==> src/rtl/spi_ram_pkg.sv <==
// Shared command encoding and sizing helpers for the SPI-attached burst RAM.
package spi_ram_pkg;

    // Two-bit opcode carried in the top bits of every rx word.
    typedef enum logic [1:0] {
        OP_SET_WADDR = 2'b00,
        OP_WRITE     = 2'b01,
        OP_SET_RADDR = 2'b10,
        OP_READ      = 2'b11
    } ram_op_e;

    // Index width needed to address `depth` words; never narrower than one bit.
    function automatic int unsigned ram_addr_bits(input int unsigned depth);
        return (depth <= 1) ? 1 : $clog2(depth);
    endfunction

    function automatic int unsigned max_u(input int unsigned a, input int unsigned b);
        return (a > b) ? a : b;
    endfunction

endpackage

==> src/rtl/sp_ram_array.sv <==
// Single-port synchronous RAM: one write or one read per cycle, registered
// read data that only changes when a read is requested. No reset on storage.
module sp_ram_array
    import spi_ram_pkg::*;
#(
    parameter int unsigned DATA_WIDTH = 8,
    parameter int unsigned MEM_DEPTH  = 256,
    parameter int unsigned ADDR_BITS  = ram_addr_bits(MEM_DEPTH)
) (
    input  logic                  clk,
    input  logic                  we,
    input  logic                  re,
    input  logic [ADDR_BITS-1:0]  addr,
    input  logic [DATA_WIDTH-1:0] wdata,
    output logic [DATA_WIDTH-1:0] rdata
);

    logic [DATA_WIDTH-1:0] mem_q [MEM_DEPTH];
    logic [DATA_WIDTH-1:0] rdata_q;
    logic [DATA_WIDTH-1:0] rdata_d;

    // Read register is refreshed only on a read so the last result stays put.
    always_comb begin
        rdata_d = rdata_q;
        if (re) begin
            rdata_d = mem_q[addr];
        end
    end

    // Storage write port and read-data register.
    always_ff @(posedge clk) begin
        if (we) begin
            mem_q[addr] <= wdata;
        end
        rdata_q <= rdata_d;
    end

    assign rdata = rdata_q;

endmodule

==> src/rtl/spi_burst_ram.sv <==
// Command decoder, write/read pointers, range checking and tx handshake for a
// RAM sitting between the SPI slave deserialiser (rx) and serialiser (tx).
module spi_burst_ram
    import spi_ram_pkg::*;
#(
    parameter  int unsigned DATA_WIDTH = 8,
    parameter  int unsigned ADDR_WIDTH = 8,
    parameter  int unsigned MEM_DEPTH  = 256,
    parameter  int unsigned AUTO_INC   = 1,
    localparam int unsigned PAYLOAD_W  = max_u(DATA_WIDTH, ADDR_WIDTH)
) (
    input  logic                   clk,
    input  logic                   rst,
    input  logic [PAYLOAD_W+1:0]   rx_data,
    input  logic                   rx_valid,
    output logic                   rx_ready,
    output logic [DATA_WIDTH-1:0]  tx_data,
    output logic                   tx_valid,
    input  logic                   tx_ready,
    output logic                   addr_err
);

    localparam int unsigned            RAM_AW    = ram_addr_bits(MEM_DEPTH);
    localparam logic [ADDR_WIDTH-1:0]  LAST_ADDR = ADDR_WIDTH'(MEM_DEPTH - 1);
    localparam logic [ADDR_WIDTH:0]    DEPTH_EXT = (ADDR_WIDTH + 1)'(MEM_DEPTH);

    ram_op_e                op;
    logic [PAYLOAD_W-1:0]   payload;
    logic                   rx_ready_int;
    logic                   cmd_acc;
    logic                   wr_in_range;
    logic                   rd_in_range;

    logic [ADDR_WIDTH-1:0]  wr_ptr_q, wr_ptr_d;
    logic [ADDR_WIDTH-1:0]  rd_ptr_q, rd_ptr_d;
    logic                   tx_valid_q, tx_valid_d;
    logic                   tx_sel_ram_q, tx_sel_ram_d;
    logic                   addr_err_q, addr_err_d;

    logic                   ram_we;
    logic                   ram_re;
    logic [RAM_AW-1:0]      ram_addr;
    logic [DATA_WIDTH-1:0]  ram_rdata;

    assign op      = ram_op_e'(rx_data[PAYLOAD_W+1 -: 2]);
    assign payload = rx_data[PAYLOAD_W-1:0];

    // Post-access pointer: wraps at the last implemented word, not at 2**ADDR_WIDTH.
    function automatic logic [ADDR_WIDTH-1:0] ptr_inc(input logic [ADDR_WIDTH-1:0] p);
        if (AUTO_INC == 0) begin
            return p;
        end
        if (p == LAST_ADDR) begin
            return '0;
        end
        return p + 1'b1;
    endfunction

    // Command decode, pointer update, range check and tx handshake.
    always_comb begin
        rx_ready_int = !tx_valid_q || tx_ready;
        cmd_acc      = rx_valid && rx_ready_int;
        wr_in_range  = {1'b0, wr_ptr_q} < DEPTH_EXT;
        rd_in_range  = {1'b0, rd_ptr_q} < DEPTH_EXT;

        wr_ptr_d     = wr_ptr_q;
        rd_ptr_d     = rd_ptr_q;
        tx_valid_d   = tx_valid_q;
        tx_sel_ram_d = tx_sel_ram_q;
        addr_err_d   = 1'b0;
        ram_we       = 1'b0;
        ram_re       = 1'b0;

        // A consumed result drops valid unless a READ below refills it.
        if (tx_valid_q && tx_ready) begin
            tx_valid_d = 1'b0;
        end

        if (cmd_acc) begin
            case (op)
                OP_SET_WADDR: wr_ptr_d = payload[ADDR_WIDTH-1:0];
                OP_WRITE: begin
                    if (wr_in_range) begin
                        ram_we   = 1'b1;
                        wr_ptr_d = ptr_inc(wr_ptr_q);
                    end else begin
                        addr_err_d = 1'b1;
                    end
                end
                OP_SET_RADDR: rd_ptr_d = payload[ADDR_WIDTH-1:0];
                OP_READ: begin
                    tx_valid_d = 1'b1;
                    if (rd_in_range) begin
                        ram_re       = 1'b1;
                        tx_sel_ram_d = 1'b1;
                        rd_ptr_d     = ptr_inc(rd_ptr_q);
                    end else begin
                        tx_sel_ram_d = 1'b0;
                        addr_err_d   = 1'b1;
                    end
                end
                default: ;
            endcase
        end

        ram_addr = ram_we ? wr_ptr_q[RAM_AW-1:0] : rd_ptr_q[RAM_AW-1:0];
    end

    // Control state; storage itself is never reset.
    always_ff @(posedge clk or posedge rst) begin
        if (rst) begin
            wr_ptr_q     <= '0;
            rd_ptr_q     <= '0;
            tx_valid_q   <= 1'b0;
            tx_sel_ram_q <= 1'b0;
            addr_err_q   <= 1'b0;
        end else begin
            wr_ptr_q     <= wr_ptr_d;
            rd_ptr_q     <= rd_ptr_d;
            tx_valid_q   <= tx_valid_d;
            tx_sel_ram_q <= tx_sel_ram_d;
            addr_err_q   <= addr_err_d;
        end
    end

    sp_ram_array #(
        .DATA_WIDTH (DATA_WIDTH),
        .MEM_DEPTH  (MEM_DEPTH),
        .ADDR_BITS  (RAM_AW)
    ) u_ram (
        .clk   (clk),
        .we    (ram_we),
        .re    (ram_re),
        .addr  (ram_addr),
        .wdata (payload[DATA_WIDTH-1:0]),
        .rdata (ram_rdata)
    );

    // The RAM read register already holds the word, so tx_data needs no copy of
    // its own: it is either that register or zero (after reset / range error).
    assign tx_data  = tx_sel_ram_q ? ram_rdata : '0;
    assign tx_valid = tx_valid_q;
    assign rx_ready = rx_ready_int;
    assign addr_err = addr_err_q;

`ifdef SIM
    a_wr_set: assert property (@(posedge clk) disable iff (rst)
        (cmd_acc && op == OP_SET_WADDR) |=> (wr_ptr_q == $past(payload[ADDR_WIDTH-1:0])));

    a_rd_set: assert property (@(posedge clk) disable iff (rst)
        (cmd_acc && op == OP_SET_RADDR) |=> (rd_ptr_q == $past(payload[ADDR_WIDTH-1:0])));

    a_wr_step: assert property (@(posedge clk) disable iff (rst)
        (cmd_acc && op == OP_WRITE && wr_in_range) |=> (wr_ptr_q == ptr_inc($past(wr_ptr_q))));

    a_rd_step: assert property (@(posedge clk) disable iff (rst)
        (cmd_acc && op == OP_READ && rd_in_range) |=> (rd_ptr_q == ptr_inc($past(rd_ptr_q))));

    a_wr_hold: assert property (@(posedge clk) disable iff (rst)
        !(cmd_acc && (op == OP_SET_WADDR || (op == OP_WRITE && wr_in_range))) |=> $stable(wr_ptr_q));

    a_rd_hold: assert property (@(posedge clk) disable iff (rst)
        !(cmd_acc && (op == OP_SET_RADDR || (op == OP_READ && rd_in_range))) |=> $stable(rd_ptr_q));

    a_tx_valid_hold: assert property (@(posedge clk) disable iff (rst)
        (tx_valid_q && !tx_ready) |=> tx_valid_q);

    a_tx_data_hold: assert property (@(posedge clk) disable iff (rst)
        (tx_valid_q && !tx_ready) |=> $stable(tx_data));
`endif

endmodule

==> config.mk <==
export PLATFORM = sky130hd
export DESIGN_NAME = spi_burst_ram
export DESIGN_NICKNAME = d
export VERILOG_FILES = /design/src/rtl/spi_ram_pkg.sv /design/src/rtl/sp_ram_array.sv /design/src/rtl/spi_burst_ram.sv
export SDC_FILE = /design/constraint.sdc
export NUM_CORES = 2
export LEC_CHECK = 0
export ABC_AREA = 1
export CAP_MARGIN = 10
export CORE_MARGIN = 2
export CORE_UTILIZATION = 60
export CTS_CLUSTER_SIZE = 30
export DETAILED_ROUTE_END_ITERATION = 8
export PLACE_DENSITY = 0.76
export SLEW_MARGIN = 5
export SYNTH_ARGS = -nofsm -noshare
export SYNTH_HDL_FRONTEND = slang
export SYNTH_SLANG_ARGS = --single-unit
==> constraint.sdc <==
create_clock -name clk -period 3.41 [get_ports clk]
set_input_delay 0.5115 -clock clk [delete_from_list [all_inputs] [get_ports clk]]
set_output_delay 0.5115 -clock clk [all_outputs]
set_load 0.1 [all_outputs]
==> impl_results.md <==
- Die Y: 386 µm
- Area Overhead vs Synth: 16.7%
- Post-Syn Area: 87700 µm²
- Clk Latency, worst-skew pair: 870 ps
- Clk_skew: 40.8 ps
- Met3 wire len: 27100 µm
- CP max stage delay: 420 ps
- Worst setup EP type: register
- CTS Buffer Depth: 3
- Critical Path RT: 4150 ps
- Max VDD drop: 490 µV
- Via Count: 63900
- Total core area: 145000 µm²
- Initial antenna violation count: 4
- Min Tclk post-route: 3320 ps
- Relative slew slack: 35.7%
- Post-Place Cells: 10900
- CTS buffer count: 202
- Vias in the first global route: 62100
- 1st-iter DRT viols: 8540
- Register area share after synthesis: 70.9%
- Worst-path clk slew: 60 ps
- Fill count: 9758
- Crit path max fanout: 33
- Post-synthesis compound-gate area fraction: 0.986%
- RSZ-0062 raised after global routing: no
- CTS tree: built
- Pwr/cell area: 608 nW/µm²
- Total GRT Usage: 32.0%
- Worst setup SP type: register
- Crit share post-route: 97.4%
- DRC Markers: 0
- Final core utilization: 70.4%
- Drt via density: 5.66
- Max Fclk: 301 MHz
- Routed WL per cell: 21.2 µm
- Drt first pass iters: 8
- Commonest non-fill, non-tap cell in the layout: nand2_1
- Final setup fails: 0
- DP HPWL: 146000 µm
- Simple-gate share of the synthesized area: 25.5%
- Die area: 149000 µm²
- Remaining antenna violation count: 0
- Synth Area per Inst: 10.1 µm²
- Synth Register Bits: 2074
- Placed instance area: 95800 µm²
- Slowest CP cell: dfrtp_2
- Routability cong.: 0.951
- Synth warn: 0
- Synth Area in Adders: 0.0285%
- Final slew viol count: 0
- Die W: 386 µm
- Setup_tns: 0 ps
- I/O Buffers: 23
- Fin. Hold Viols: 0
- WS Path Type: reg2reg
- Mux share of post-synthesis cell area: 0%
- Pin count of the biggest net entering global routing: 115
- IO Pins: 25
- Cells after synthesis: 8667
- Root buffer cell: clkbuf_16
- NumNets Final: 9212
- Hold Slack: 65.3 ps
- Rows: 140
- Post-Synth XOR/XNOR Area: 0.00999%
- Most frequent cells in the layout: nand2_1 (5426), edfxtp_1 (2056), buf_4 (615), nor2_1 (372), clkbuf_16 (206)
- Highest metal used: met5
- Final Cell Area: 102000 µm²
- # H-tree levels: 4
- Worst-path cell chain: nand2_4 -> nand2_1 -> nor2_4 -> nand2_1 -> o21ai_4 -> buf_4 -> buf_12 -> buf_4 -> buf_4 -> nand2_1 -> nand2_1 -> nand2_1 -> nand2_1 -> o21ai_1 -> nand2_1 -> nor2_1 -> nor2_1 -> nor2_1 -> buf_4 -> nand2_1
- First-pass GRT wire length: 359000 µm
- Post-Route WL: 239000 µm
- Syn Nets: 8683
- Status: finished, final reports clean
- Initial Util: 60.3%
- Finished Layout Cells: 11300
- M1 wire length: 89100 µm
- DR WL met2: 112000 µm
- Largest family of logic cells by synthesized area: simple AND/OR/NAND/NOR gates
- Worst slew pin tran: 962 ps
- Clock Sinks: 2074
- Crit path DAT: 4060 ps
- Max Cap Violations: 0
- Share of cells above drive strength 1: 11.5%
- Min-Delay Path Class: in2reg
- CP dominant cell by count: nand2_1
- LEAKAGE: 43.1 nW
- Synth cell types: 32
- Total gr overflow: 0
-- metal layers --
layer  vias to the layer above  track usage [%]
met2                      3774             51.0
met5                         -                0
met4                         2             14.2
met1                     30300             42.7
li1                      29200                -
met3                       618             6.72
-- critical path: cells and delay by family (launching register included) --
| kind | cells | cell delay, ps |
|---|---|---|
| AOI/OAI and AO/OA | 2 | 210 |
| buffers and inverters | 5 | 1090 |
| DFF | 1 | 420 |
| and+or+nand+nor | 13 | 1450 |
-- Yosys cell counts, drive strengths merged --
cell type | instances | area [µm²]
o31ai | 2 | 15.0
a21oi | 15 | 75.1
o211ai | 3 | 22.5
o21ai | 137 | 686
nand3 | 61 | 310
a31oi | 1 | 6.26
inv | 73 | 274
or2 | 1 | 6.26
clkbuf | 177 | 664
clkinv | 2 | 7.51
ha | 2 | 25.0
nand3b | 2 | 15.0
nand2 | 5431 | 20400
conb | 1 | 3.75
dfrtp | 18 | 450
edfxtp | 2056 | 61700
a22oi | 8 | 60.1
buf | 268 | 1290
nor2 | 386 | 1470
nor3 | 4 | 20.0
xor2 | 1 | 8.76
nand4 | 18 | 119
-- worst paths after layout --
kind | start | endpoint | slack, ps | depth (start not counted)
worst min register to register | wr_ptr_q[3] | wr_ptr_q[3] | 560 | 2
max in group asynchronous | rst | tx_valid | 2620 | 2
min in group asynchronous | rst | wr_ptr_q[6] | 180 | 2
worst max-delay path | tx_valid | u_ram.rdata[6] | 90 | 20
worst max register to register | tx_valid | u_ram.rdata[6] | 90 | 20
worst min-delay path | rx_data[5] | u_ram.mem_q[69][5] | 70 | 1
-- registers in the layout, indices dropped and copies added (netlist names) --
register	flops
wr_ptr_q	8
rd_ptr_q	8
u_ram.mem_q	2048
tx_valid	1
u_ram.rdata	8
tx_sel_ram_q	1
-- report_power, final --
| group | switching, mW | total (mW) | internal (mW) |
|---|---|---|---|
| combinational | 8.26 | 12.1 | 3.84 |
| clock | 9.53 | 21.9 | 12.4 |
| sequential | 0.0460 | 28.2 | 28.1 |
-- final cells by class --
type	instances	area [µm²]	area share (%)
well taps	1917	2400	2.34
clock inverters	106	1040	1.01
multi-input cells	6073	23300	22.8
flip-flops and latches	2074	62200	60.8
repair buffers	770	7620	7.44
inverters	75	289	0.282
diodes	3	7.51	0.00734
clock buffers	270	5420	5.30
-- cell families (layout without fill, tap and decap cells) --
family,Yosys count,count (layout)
AND/OR/NAND/NOR,5903,5903
flip-flops,2074,2074
buffers and inverters,520,1221
AO/OA/AOI/OAI,166,166
adder cells (fa/ha/maj),2,2
other,1,4
XOR/XNOR,1,1
-- through the flow --
stage / power [mW] / setup slack, ps
2_1_floorplan: 35.3 / -11.1
3_3_place_gp: 40.2 / -461
3_5_place_dp: 40.4 / -497
4_1_cts: 62.0 / 132
5_1_grt: 64.2 / 7.36
6_report: 62.2 / 88.8
-- timing repair --
item                       CTS  global route
buffers inserted             0             2
gates resized for setup      0             4
setup endpoints to repair    0            81
hold buffers                 0             0
(Power assumes the default switching activity.)
